**config.mk**
```make
export PLATFORM = sky130hd
export DESIGN_NAME = fetch_unit
export DESIGN_NICKNAME = d
export VERILOG_FILES = /design/src/rtl/fetch_unit.sv
export SDC_FILE = /design/constraint.sdc
export NUM_CORES = 1
export LEC_CHECK = 0
export CAP_MARGIN = 5
export CORE_MARGIN = 1.5
export CORE_UTILIZATION = 50
export CTS_CLUSTER_DIAMETER = 100
export CTS_CLUSTER_SIZE = 20
export DETAILED_ROUTE_END_ITERATION = 10
export PLACE_DENSITY_LB_ADDON = 0.1
export SLEW_MARGIN = 25
export SYNTH_ARGS = -nofsm -noshare
export SYNTH_HDL_FRONTEND = slang
export SYNTH_SLANG_ARGS = --single-unit
```
**constraint.sdc**
```tcl
create_clock -name clk -period 7.2 [get_ports clk]
set_input_delay 2.16 -clock clk [delete_from_list [all_inputs] [get_ports clk]]
set_output_delay 2.16 -clock clk [all_outputs]
set_load 0.05 [all_outputs]
```
**src/rtl/fetch_unit.sv**
```systemverilog
// -----------------------------------------------------------------------------
// fetch_unit
//
// Instruction-fetch front end of the risc_v core. Generates the program
// counter, reads a word-addressed synchronous instruction memory (`ram`,
// preloadable hierarchically, never written by this block), and presents
// fetched instructions to decode through a valid/ready handshake backed by a
// 2-entry buffer. A redirect from execute flushes the buffer and drops any
// read that is returning in the same cycle.
//
// Ports
//   clk            : single clock, all state on the rising edge
//   rst            : asynchronous assert, active-low reset (0 = reset)
//   redirect_valid : execute requests a PC change this cycle
//   redirect_pc    : redirect target byte address, bits [1:0] ignored
//   id_ready       : decode accepts an instruction this cycle
//   instr_valid    : instr/instr_pc hold a valid instruction
//   instr          : instruction at buffer head (NOP when not valid)
//   instr_pc       : byte address of instr (0 when not valid)
//   fetch_pc       : address of the next memory read to be issued
// -----------------------------------------------------------------------------
module fetch_unit #(
    parameter int unsigned                INSTR_ADDRESS_WIDTH = 6,
    parameter int unsigned                CPU_DATA_WIDTH      = 32,
    parameter logic [CPU_DATA_WIDTH-1:0]  RESET_PC            = {CPU_DATA_WIDTH{1'b0}}
) (
    input  logic                      clk,
    input  logic                      rst,
    input  logic                      redirect_valid,
    input  logic [CPU_DATA_WIDTH-1:0] redirect_pc,
    input  logic                      id_ready,
    output logic                      instr_valid,
    output logic [CPU_DATA_WIDTH-1:0] instr,
    output logic [CPU_DATA_WIDTH-1:0] instr_pc,
    output logic [CPU_DATA_WIDTH-1:0] fetch_pc
);

    localparam int unsigned DEPTH = 2 ** INSTR_ADDRESS_WIDTH;
    localparam logic [CPU_DATA_WIDTH-1:0] NOP_INSTR = CPU_DATA_WIDTH'(32'h0000_0013);
    localparam logic [CPU_DATA_WIDTH-1:0] PC_STEP   = CPU_DATA_WIDTH'(32'd4);
    localparam logic [CPU_DATA_WIDTH-1:0] ZERO_WORD = {CPU_DATA_WIDTH{1'b0}};

    // Instruction memory: contents come from outside (preload), no reset.
    logic [CPU_DATA_WIDTH-1:0] ram [DEPTH];

    // Architectural state
    logic [CPU_DATA_WIDTH-1:0]      pc_r;
    logic                           inflight_r;
    logic [CPU_DATA_WIDTH-1:0]      inflight_pc_r;
    logic [CPU_DATA_WIDTH-1:0]      rdata_r;
    logic [CPU_DATA_WIDTH-1:0]      buf_instr_r [2];
    logic [CPU_DATA_WIDTH-1:0]      buf_pc_r    [2];
    logic [1:0]                     count_r;

    // Registered outputs
    logic                           instr_valid_r;
    logic [CPU_DATA_WIDTH-1:0]      instr_r;
    logic [CPU_DATA_WIDTH-1:0]      instr_pc_r;

    // Next-state / combinational helpers
    logic [CPU_DATA_WIDTH-1:0]      pc_s;
    logic [CPU_DATA_WIDTH-1:0]      redirect_target_s;
    logic [CPU_DATA_WIDTH-1:0]      buf_instr_s [2];
    logic [CPU_DATA_WIDTH-1:0]      buf_pc_s    [2];
    logic [1:0]                     count_s;
    logic [2:0]                     occ_s;
    logic                           pop_s;
    logic                           push_s;
    logic                           issue_s;
    logic [INSTR_ADDRESS_WIDTH-1:0] rd_idx_s;

    // The two low redirect bits are deliberately dropped (word alignment).
    logic                           unused_ok_s;
    assign unused_ok_s = ^redirect_pc[1:0];

    // Word index into ram; upper pc bits fall away so the index wraps.
    assign rd_idx_s = pc_r[INSTR_ADDRESS_WIDTH+1:2];

    // Handshake, issue decision, buffer and pc next-state.
    always_comb begin
        pop_s             = (count_r != 2'd0) && id_ready;
        push_s            = inflight_r;
        // Occupancy after this cycle's pop: buffered entries plus the read
        // that is returning. A new read may only issue if that leaves room,
        // which keeps buffered + outstanding at most 2 and the buffer safe.
        occ_s             = {1'b0, count_r} + {2'b00, inflight_r} - {2'b00, pop_s};
        issue_s           = !redirect_valid && (occ_s <= 3'd1);
        redirect_target_s = {redirect_pc[CPU_DATA_WIDTH-1:2], 2'b00};

        buf_instr_s = buf_instr_r;
        buf_pc_s    = buf_pc_r;
        count_s     = count_r;

        if (redirect_valid) begin
            // Flush dominates: a simultaneous pop is still consumed by
            // decode, the returning read is simply not written.
            count_s = 2'd0;
        end else begin
            case ({push_s, pop_s})
                2'b01: begin
                    buf_instr_s[0] = buf_instr_r[1];
                    buf_pc_s[0]    = buf_pc_r[1];
                    count_s        = count_r - 2'd1;
                end
                2'b10: begin
                    if (count_r == 2'd0) begin
                        buf_instr_s[0] = rdata_r;
                        buf_pc_s[0]    = inflight_pc_r;
                    end else begin
                        buf_instr_s[1] = rdata_r;
                        buf_pc_s[1]    = inflight_pc_r;
                    end
                    count_s = count_r + 2'd1;
                end
                2'b11: begin
                    // Head leaves; the returning word lands behind whatever
                    // remains, so with one entry it becomes the new head.
                    if (count_r == 2'd1) begin
                        buf_instr_s[0] = rdata_r;
                        buf_pc_s[0]    = inflight_pc_r;
                    end else begin
                        buf_instr_s[0] = buf_instr_r[1];
                        buf_pc_s[0]    = buf_pc_r[1];
                        buf_instr_s[1] = rdata_r;
                        buf_pc_s[1]    = inflight_pc_r;
                    end
                    count_s = count_r;
                end
                default: begin
                    count_s = count_r;
                end
            endcase
        end

        if (redirect_valid) begin
            pc_s = redirect_target_s;
        end else if (issue_s) begin
            pc_s = pc_r + PC_STEP;
        end else begin
            pc_s = pc_r;
        end
    end

    // Synchronous memory read: data is available the cycle after issue.
    always_ff @(posedge clk) begin
        if (issue_s) begin
            rdata_r <= ram[rd_idx_s];
        end
    end

    // Pipeline state, buffer and registered outputs.
    always_ff @(posedge clk or negedge rst) begin
        if (!rst) begin
            pc_r           <= RESET_PC;
            inflight_r     <= 1'b0;
            inflight_pc_r  <= ZERO_WORD;
            buf_instr_r[0] <= NOP_INSTR;
            buf_instr_r[1] <= NOP_INSTR;
            buf_pc_r[0]    <= ZERO_WORD;
            buf_pc_r[1]    <= ZERO_WORD;
            count_r        <= 2'd0;
            instr_valid_r  <= 1'b0;
            instr_r        <= NOP_INSTR;
            instr_pc_r     <= ZERO_WORD;
        end else begin
            pc_r          <= pc_s;
            inflight_r    <= issue_s;
            if (issue_s) begin
                inflight_pc_r <= pc_r;
            end
            buf_instr_r   <= buf_instr_s;
            buf_pc_r      <= buf_pc_s;
            count_r       <= count_s;
            // Outputs are built from next state so they line up with count_r.
            instr_valid_r <= (count_s != 2'd0);
            instr_r       <= (count_s != 2'd0) ? buf_instr_s[0] : NOP_INSTR;
            instr_pc_r    <= (count_s != 2'd0) ? buf_pc_s[0]    : ZERO_WORD;
        end
    end

    assign instr_valid = instr_valid_r;
    assign instr       = instr_r;
    assign instr_pc    = instr_pc_r;
    assign fetch_pc    = pc_r;

endmodule

```
* After elaboration in Yosys (flattened, before gate mapping) *
Index checks and enable logic that the tools add are counted.

word-level totals
  logic and storage cells = 54
  register bits = 292
  input bits = 36
  output and inout port bits = 97

operators by class
  reduce and logical (&&, ||, !) cells = 9
  eq/ne operators = 6
  $add $sub $neg = 5
  bitwise logic cells = 1
  order comparisons = 1
  mux-type cells = 20

operator list
  operator               count
  $mux 32                12
  $pmux 32 s3            2
  $mux 64                2
  $pmux 32 s2            2
  $add 32x3->32 const B  1
  $reduce_bool 2->1      4
  $eq 2x1->1 const B     2
  $eq 2x2->1 const B     2
  $ne 2x2->1 const B     2
  $pmux 2 s2             1
  $reduce_and 4->1       1
  $add 2x1->3            1
  $le 3x1->1 const B     1
  $sub 3x1->3            1
  $add 2x1->2 const B    1
  $logic_and 1x1->1      2
  $logic_not 2->1        1
  $mux 2                 1
  $sub 2x1->2 const B    1
  $logic_not 1->1        1
  $not 1->1              1

* Logic depth before layout (Yosys ltp) *
Gate-level depths: netlist (run 1).

  word-level depth = 7
  depth in mapped cells = 15

* Least setup slack after synthesis (run 1) *
No wires, ideal clock.

  kind = input port to flip-flop
  start = input port id_ready
  end = register inflight_pc_r[10]
  buffers on the path = 3
  required time = 7075 ps
  stages = 11
  slack = 2531 ps
  data arrival time = 4544 ps
  setup time = 125 ps
  cell sequence = nor2b_1 -> clkbuf_1 -> xnor2_1 -> ha_1 -> inv_1 -> fa_1 -> xnor2_1 -> clkbuf_1 -> nand3_1 -> buf_2 -> mux2_2

between the ends
  longest elaborated chain between the ends = 4

ends and longest elaborated chain
  item                    line  source
  start: declaration      31    input logic id_ready,
  $logic_and 1x1->1       81    pop_s = (count_r != 2'd0) && id_ready;
  $sub 3x1->3             86    occ_s = {1'b0, count_r} + {2'b00, inflight_r} - {2'b00, pop_s};
  $le 3x1->1              87    issue_s = !redirect_valid && (occ_s <= 3'd1);
  $logic_and 1x1->1       87
  end signal: assignment  169   inflight_pc_r <= pc_r;
  end: declaration        49    logic [CPU_DATA_WIDTH-1:0] inflight_pc_r;

No other way between the ends.
A chain may end at the register's enable or synchronous reset.

* Worst setup path after layout (run 1) *
  start = input port id_ready
  end = register pc_r[27] (netlist: fetch_pc[27])

between the ends
  longest elaborated chain between the ends = 5

ends and longest elaborated chain
  item                                line  source
  $logic_and 1x1->1                   81
  $sub 3x1->3                         86
  $le 3x1->1                          87
  $logic_and 1x1->1                   87
  $reduce_bool 2->1 (no source line)  -
  end signal: assignment              166   pc_r <= pc_s;
  end: declaration                    47    logic [CPU_DATA_WIDTH-1:0] pc_r;

No other way between the ends.

==> results of run 1 <==
## metrics by stage
stage	hold slack, ns	instances	cell area [um2]	power (uW)
3_5_place_dp	0.456	1118	10500	3180
3_3_place_gp	0.451	1118	10500	3110
6_report	0.473	1144	11000	3970
5_1_grt	0.497	1144	11000	4220
4_1_cts	0.476	1143	11000	4000
2_1_floorplan	0.439	803	9080	2740
## worst max-delay path by stage
stage	slack, ns	cells after the start	to	start
after detailed placement	1.65	9	fetch_pc[27]	id_ready
after global placement	1.75	9	fetch_pc[27]	id_ready
after CTS	2.10	9	fetch_pc[27]	id_ready
final	2.08	9	fetch_pc[27]	id_ready
after floorplan	2.53	11	inflight_pc_r[10]	id_ready
after global routing	1.88	9	fetch_pc[27]	id_ready
## metal layers
metal / global-route usage, % / up-vias
met1: 30.1 / 3063
met3: 3.53 / 26
met5: 0 / -
met4: 6.54 / 0
li1: - / 2977
met2: 32.2 / 231
## placed cells by master, fill, tap and decap left out, types with 15 or more instances in the layout
master / count
o21ai_0: 19
dfrtp_1: 216
nand2_1: 87
nand3_1: 76
a21o_1: 30
mux2_2: 54
nor2_1: 21
a21oi_1: 30
clkdlybuf4s50_1: 127
clkbuf_16: 15
inv_1: 15
nor2b_1: 63
## logic make-up after synthesis
| group | Yosys count | share of synthesized area (%) |
|---|---|---|
| and+or+nand+nor | 316 | 18.1 |
| buffers and inverters | 69 | 3.07 |
| AOI/OAI and AO/OA | 123 | 8.77 |
| other | 1 | 0.0413 |
| muxes | 56 | 6.92 |
| adders and majority gates | 5 | 0.772 |
| xor gates and xnor gates | 10 | 0.965 |
| DFF | 222 | 61.3 |
## tightest hold or removal path, delay by kind of cell, from the launching register on
kind	cells	cell delay [ns]
DFF	1	0.33
and+or+nand+nor	2	0.12
## power by group
part | total [uW] | leakage (uW) | internal, uW | switching [uW]
combinational | 1420 | 0.00180 | 529 | 887
sequential | 1740 | 0.00287 | 1540 | 198
clock | 812 | 0.000205 | 399 | 413
total | 3970 | 0.00488 | 2470 | 1500
## layout make-up
type | count | area [um2]
clock buffers | 24 | 409
inverters | 15 | 56.3
well taps | 229 | 287
flip-flops and latches | 222 | 5560
clock inverters | 1 | 20.0
multi-input cells | 512 | 3270
repair buffers | 141 | 1400
fillers | 1434 | 6900
## registers in the layout (all words and copies together) (netlist names)
name and cells:
count_r 2, buf_instr_r 32, instr_valid 1, inflight_r 1, buf_pc_r 62, fetch_pc 30, instr 32, instr_pc 32
inflight_pc_r 30
==> flow_metrics.env, run 1 <==
export IMPL_yosysTopAreaCell="dfrtp_1"
export IMPL_critPathMaxFanout=16
export IMPL_cts_made_buffers=15
export IMPL_rsz0062_at_grt="no"
export IMPL_fmax_ghz=0.195
export IMPL_ioPinCount=133
export IMPL_setup_viol=0
export IMPL_post_cts_buffers=0
export IMPL_vias=6297
export IMPL_top_layer_used="met4"
export IMPL_final_core_util_pct=61.5
export IMPL_cts_tree="done"
export IMPL_worstReg2RegEnd="fetch_pc[27]"
export IMPL_drive_gt1_share_pct=11.4
export IMPL_synthesis_area_um2=9070
export IMPL_fp_coreArea_um2=17900
export IMPL_skew_ns=0.0211
export IMPL_post_place_ws_ns=1.65
export IMPL_syn_avg_cell_area_um2=11.3
export IMPL_p_per_area_nw_per_um2=360
export IMPL_cts_hold_fix_buffers=0
export IMPL_hold_end="buf_pc_r[55]"
export IMPL_peakVddDrop_mv=0.248
export IMPL_grt_max_degree=140
export IMPL_synth_most_common_cell="dfrtp_1"
export IMPL_rows=49
export IMPL_grt_pass1_wl_mm=31.2
export IMPL_synth_seq_cells=222
export IMPL_crit_type="in2reg"
export IMPL_finalHoldViolCount=0
export IMPL_met1Wirelength_mm=8.79
export IMPL_wl_met3_mm=1.25
export IMPL_viasPerCell=5.50
export IMPL_syn_inst=802
export IMPL_wl_met2_mm=8.63
export IMPL_synth_async_reset_ratio_pct=100
export IMPL_routedWlPerCell_um=16.6
export IMPL_slowest_stage="fa_1"
export IMPL_route_final_wire_length_mm=19.0
export IMPL_grt_antenna_before_repair=0
export IMPL_port_buffers=128
export IMPL_finalSetupTns_ns=0
export IMPL_postRouteAntennaNets=0
export IMPL_synthTopCellsByCount="dfrtp_1 (216), nand2_1 (88), nand3_1 (76), nor2b_1 (64), mux2_2 (54)"
export IMPL_critPathBufInv=2
export IMPL_h_tree_depth=1
export IMPL_post_route_period_util_pct=71.1
export IMPL_drtIter0Drc=318
export IMPL_synth_warnings=0
export IMPL_start_util_pct=50.7
export IMPL_path_clk_slew_ns=0.08
export IMPL_p_leak_uw=0.00488
export IMPL_firstDrtPassIters=5
export IMPL_clk_latency_ns=0.47
export IMPL_whs_path_depth=2
export IMPL_fp_dieW_um=138
export IMPL_cts_root_buf="clkbuf_16"
export IMPL_fin_ws_ns=2.08
export IMPL_end_kind="flop"
export IMPL_reg2reg_slack_ns=3.40
export IMPL_worst_r2r_startpoint="count_r[1]"
export IMPL_path_delay_family="simple AND/OR/NAND/NOR gates"
export IMPL_cts_resized=0
export IMPL_worst_setup_path_start_kind="input pin"
export IMPL_grt_overflow=0
export IMPL_status="finished clean"
export IMPL_area_growth_syn_to_layout_pct=21.3
export IMPL_slew_violations=0
export IMPL_synthTopCellsByArea="dfrtp_1 (60%), mux2_2 (6.7%), nor2b_1 (4.4%)"
export IMPL_antenna_cells=0
export IMPL_synth_cell_types=47
export IMPL_slowest_delay_ns=0.76
export IMPL_synth_top_area_share_pct=59.6
export IMPL_drc_errors=0
export IMPL_critical_path_arrival_ns=5.51
export IMPL_cap_violations=0
export IMPL_gp_congestion=0.832
export IMPL_numClockSinks=222
export IMPL_synth_edf_count=0
export IMPL_ys_flop_type="dfrtp_1"
export IMPL_first_global_vias=6171
export IMPL_worstPathRequired_ns=7.59
export IMPL_crit_chain="clkdlybuf4s50_1 -> nor2b_2 -> xnor2_1 -> ha_1 -> inv_1 -> fa_1 -> nand4_1 -> or4_1 -> a31oi_1"
export IMPL_seq_area_frac_synth_pct=61.3
export IMPL_clk_path_buf_depth=3
export IMPL_worstHoldStart="buf_pc_r[55]"
export IMPL_dp_hpwl_mm=12.3
export IMPL_dieArea_um2=19000
export IMPL_worstMarginPinSlew_ns=0.721
export IMPL_rr_worst_depth=10
export IMPL_die_h_um=138
export IMPL_layout_nets=948
export IMPL_hold_path_class="reg2reg"
export IMPL_slew_headroom_pct=51.8
export IMPL_grt_usage_pct=20.8
export IMPL_period_needed_ns=5.12
(Power assumes the default switching activity.)
==> inputs of run 2 (changes only) <==
- clock period: 7.2 -> 4.8 ns (I/O delays scaled with it)
==> flow_metrics.env, run 2 (synthesis results as in run 1) <==
export IMPL_status="finished clean"
export IMPL_postRouteAntennaNets=0
export IMPL_routedWlPerCell_um=16.2
export IMPL_design_area_um2=11000
export IMPL_wl_met3_mm=1.01
export IMPL_drc_errors=0
export IMPL_peakVddDrop_mv=0.336
export IMPL_h_tree_depth=1
export IMPL_top_layer_used="met4"
export IMPL_rows=49
export IMPL_cap_violations=0
export IMPL_worstPathRequired_ns=5.19
export IMPL_hold_path_class="reg2reg"
export IMPL_post_cts_buffers=0
export IMPL_grt_usage_pct=20.8
export IMPL_clk_latency_ns=0.47
export IMPL_port_buffers=128
export IMPL_crit_chain="clkdlybuf4s50_1 -> nor2b_2 -> xnor2_1 -> ha_1 -> inv_1 -> fa_1 -> xnor2_1 -> buf_4 -> nand2_1 -> or4_1 -> a31oi_1"
export IMPL_area_growth_syn_to_layout_pct=21.6
export IMPL_numClockSinks=222
export IMPL_critical_path_arrival_ns=4.44
export IMPL_final_core_util_pct=61.7
export IMPL_worstReg2RegEnd="fetch_pc[18]"
export IMPL_rsz0062_at_grt="no"
export IMPL_path_delay_family="simple AND/OR/NAND/NOR gates"
export IMPL_gp_congestion=0.823
export IMPL_rr_worst_depth=12
export IMPL_end_kind="flop"
export IMPL_first_global_vias=6184
export IMPL_worstHoldStart="buf_pc_r[63]"
export IMPL_worstMarginPinSlew_ns=0.794
export IMPL_grt_overflow=0
export IMPL_firstDrtPassIters=4
export IMPL_cts_made_buffers=15
export IMPL_period_needed_ns=4.05
export IMPL_grt_max_degree=112
export IMPL_fin_ws_ns=0.749
export IMPL_place_area_um2=10600
export IMPL_critPathMaxFanout=6
export IMPL_die_h_um=138
export IMPL_worst_r2r_startpoint="count_r[1]"
export IMPL_post_place_ws_ns=0.259
export IMPL_setup_viol=0
export IMPL_dieArea_um2=19000
export IMPL_ioPinCount=133
export IMPL_path_clk_slew_ns=0.08
export IMPL_p_per_area_nw_per_um2=541
export IMPL_cts_root_buf="clkbuf_16"
export IMPL_grt_antenna_before_repair=0
export IMPL_skew_ns=0.0224
export IMPL_drive_gt1_share_pct=12.2
export IMPL_layout_nets=956
export IMPL_whs_path_depth=2
export IMPL_fmax_ghz=0.247
export IMPL_slowest_delay_ns=0.56
export IMPL_start_util_pct=50.7
export IMPL_fillerInstances=1431
export IMPL_largest_register_ffs=62
export IMPL_final_cell_mix="dfrtp_1 (216), clkdlybuf4s50_1 (127), nand2_1 (87)"
export IMPL_vias=6320
export IMPL_slew_headroom_pct=47.1
export IMPL_crit_type="in2reg"
export IMPL_multi_input_area_um2=3260
export IMPL_grt_pass1_wl_mm=31.5
export IMPL_fp_dieW_um=138
export IMPL_cts_hold_fix_buffers=0
export IMPL_largest_register="buf_pc_r"
export IMPL_viasPerCell=5.50
export IMPL_wl_met2_mm=8.57
export IMPL_seqCellArea_um2=5560
export IMPL_p_leak_uw=0.00491
export IMPL_drtIter0Drc=355
export IMPL_met1Wirelength_mm=8.78
export IMPL_cts_resized=0
export IMPL_slowest_stage="or4_1"
export IMPL_route_final_wire_length_mm=18.7
export IMPL_finalHoldViolCount=0
export IMPL_reg2reg_slack_ns=1.34
export IMPL_fp_coreArea_um2=17900
export IMPL_cts_tree="done"
export IMPL_clk_path_buf_depth=3
export IMPL_crit_top_cell="xnor2_1"
export IMPL_finalPower_uw=5970
export IMPL_layout_cells_most_common="dfrtp_1"
export IMPL_hold_end="buf_pc_r[63]"
export IMPL_dp_hpwl_mm=12.5
export IMPL_critPathBufInv=3
export IMPL_worst_setup_path_start_kind="input pin"
export IMPL_antenna_cells=0
export IMPL_slew_violations=0
export IMPL_finalSetupTns_ns=0
export IMPL_post_route_period_util_pct=84.4
-- run 2: where the power goes --
| group | internal [uW] | switching [uW] | total (uW) | leakage (uW) |
|---|---|---|---|---|
| logic | 830 | 1320 | 2150 | 0.00183 |
| registers | 2310 | 306 | 2620 | 0.00287 |
| clock network | 593 | 611 | 1200 | 0.000206 |
| total | 3740 | 2240 | 5970 | 0.00491 |
-- run 2: worst max-delay path by stage --
stage	startpoint	end	slack, ns	cells past startpoint
floorplan	id_ready	inflight_pc_r[10]	0.85	11
global placement	id_ready	fetch_pc[18]	0.40	11
detailed placement	id_ready	fetch_pc[18]	0.26	11
CTS	id_ready	fetch_pc[18]	0.74	11
global route	id_ready	fetch_pc[18]	0.58	11
finish	id_ready	fetch_pc[18]	0.75	11
-- run 2: area by class of cell --
class                      count  share of cell area, %
sequential                   222                   50.4
multi-input combinational    512                   29.6
timing repair buffer         149                   13.1
clock buffer                  21                   3.60
tap                          229                   2.60
inverter                      15                  0.510
clock inverter                 2                  0.261
-- run 2: through the flow --
stage / hold WS, ns / instances
6_report: 0.472 / 1150
5_1_grt: 0.496 / 1150
2_1_floorplan: 0.439 / 803
4_1_cts: 0.476 / 1150
3_3_place_gp: 0.451 / 1127
3_5_place_dp: 0.456 / 1127
-- run 2: layer usage --
metal | vias up | track usage (%)
li1 | 2990 | -
met1 | 3103 | 30.6
met2 | 204 | 32.7
met3 | 23 | 3.09
met4 | 0 | 5.15
met5 | - | 0
-- run 2: worst reg2reg max path: stages, from the launching register on --
cell and delay, ns:
dfrtp_1 0.53, inv_1 0.14, ha_1 0.25, nor2b_2 0.16, xnor2_1 0.18, ha_1 0.20, inv_1 0.05, fa_1 0.41
xnor2_1 0.31, buf_4 0.20, nand2_1 0.19, or4_1 0.56, a31oi_1 0.19
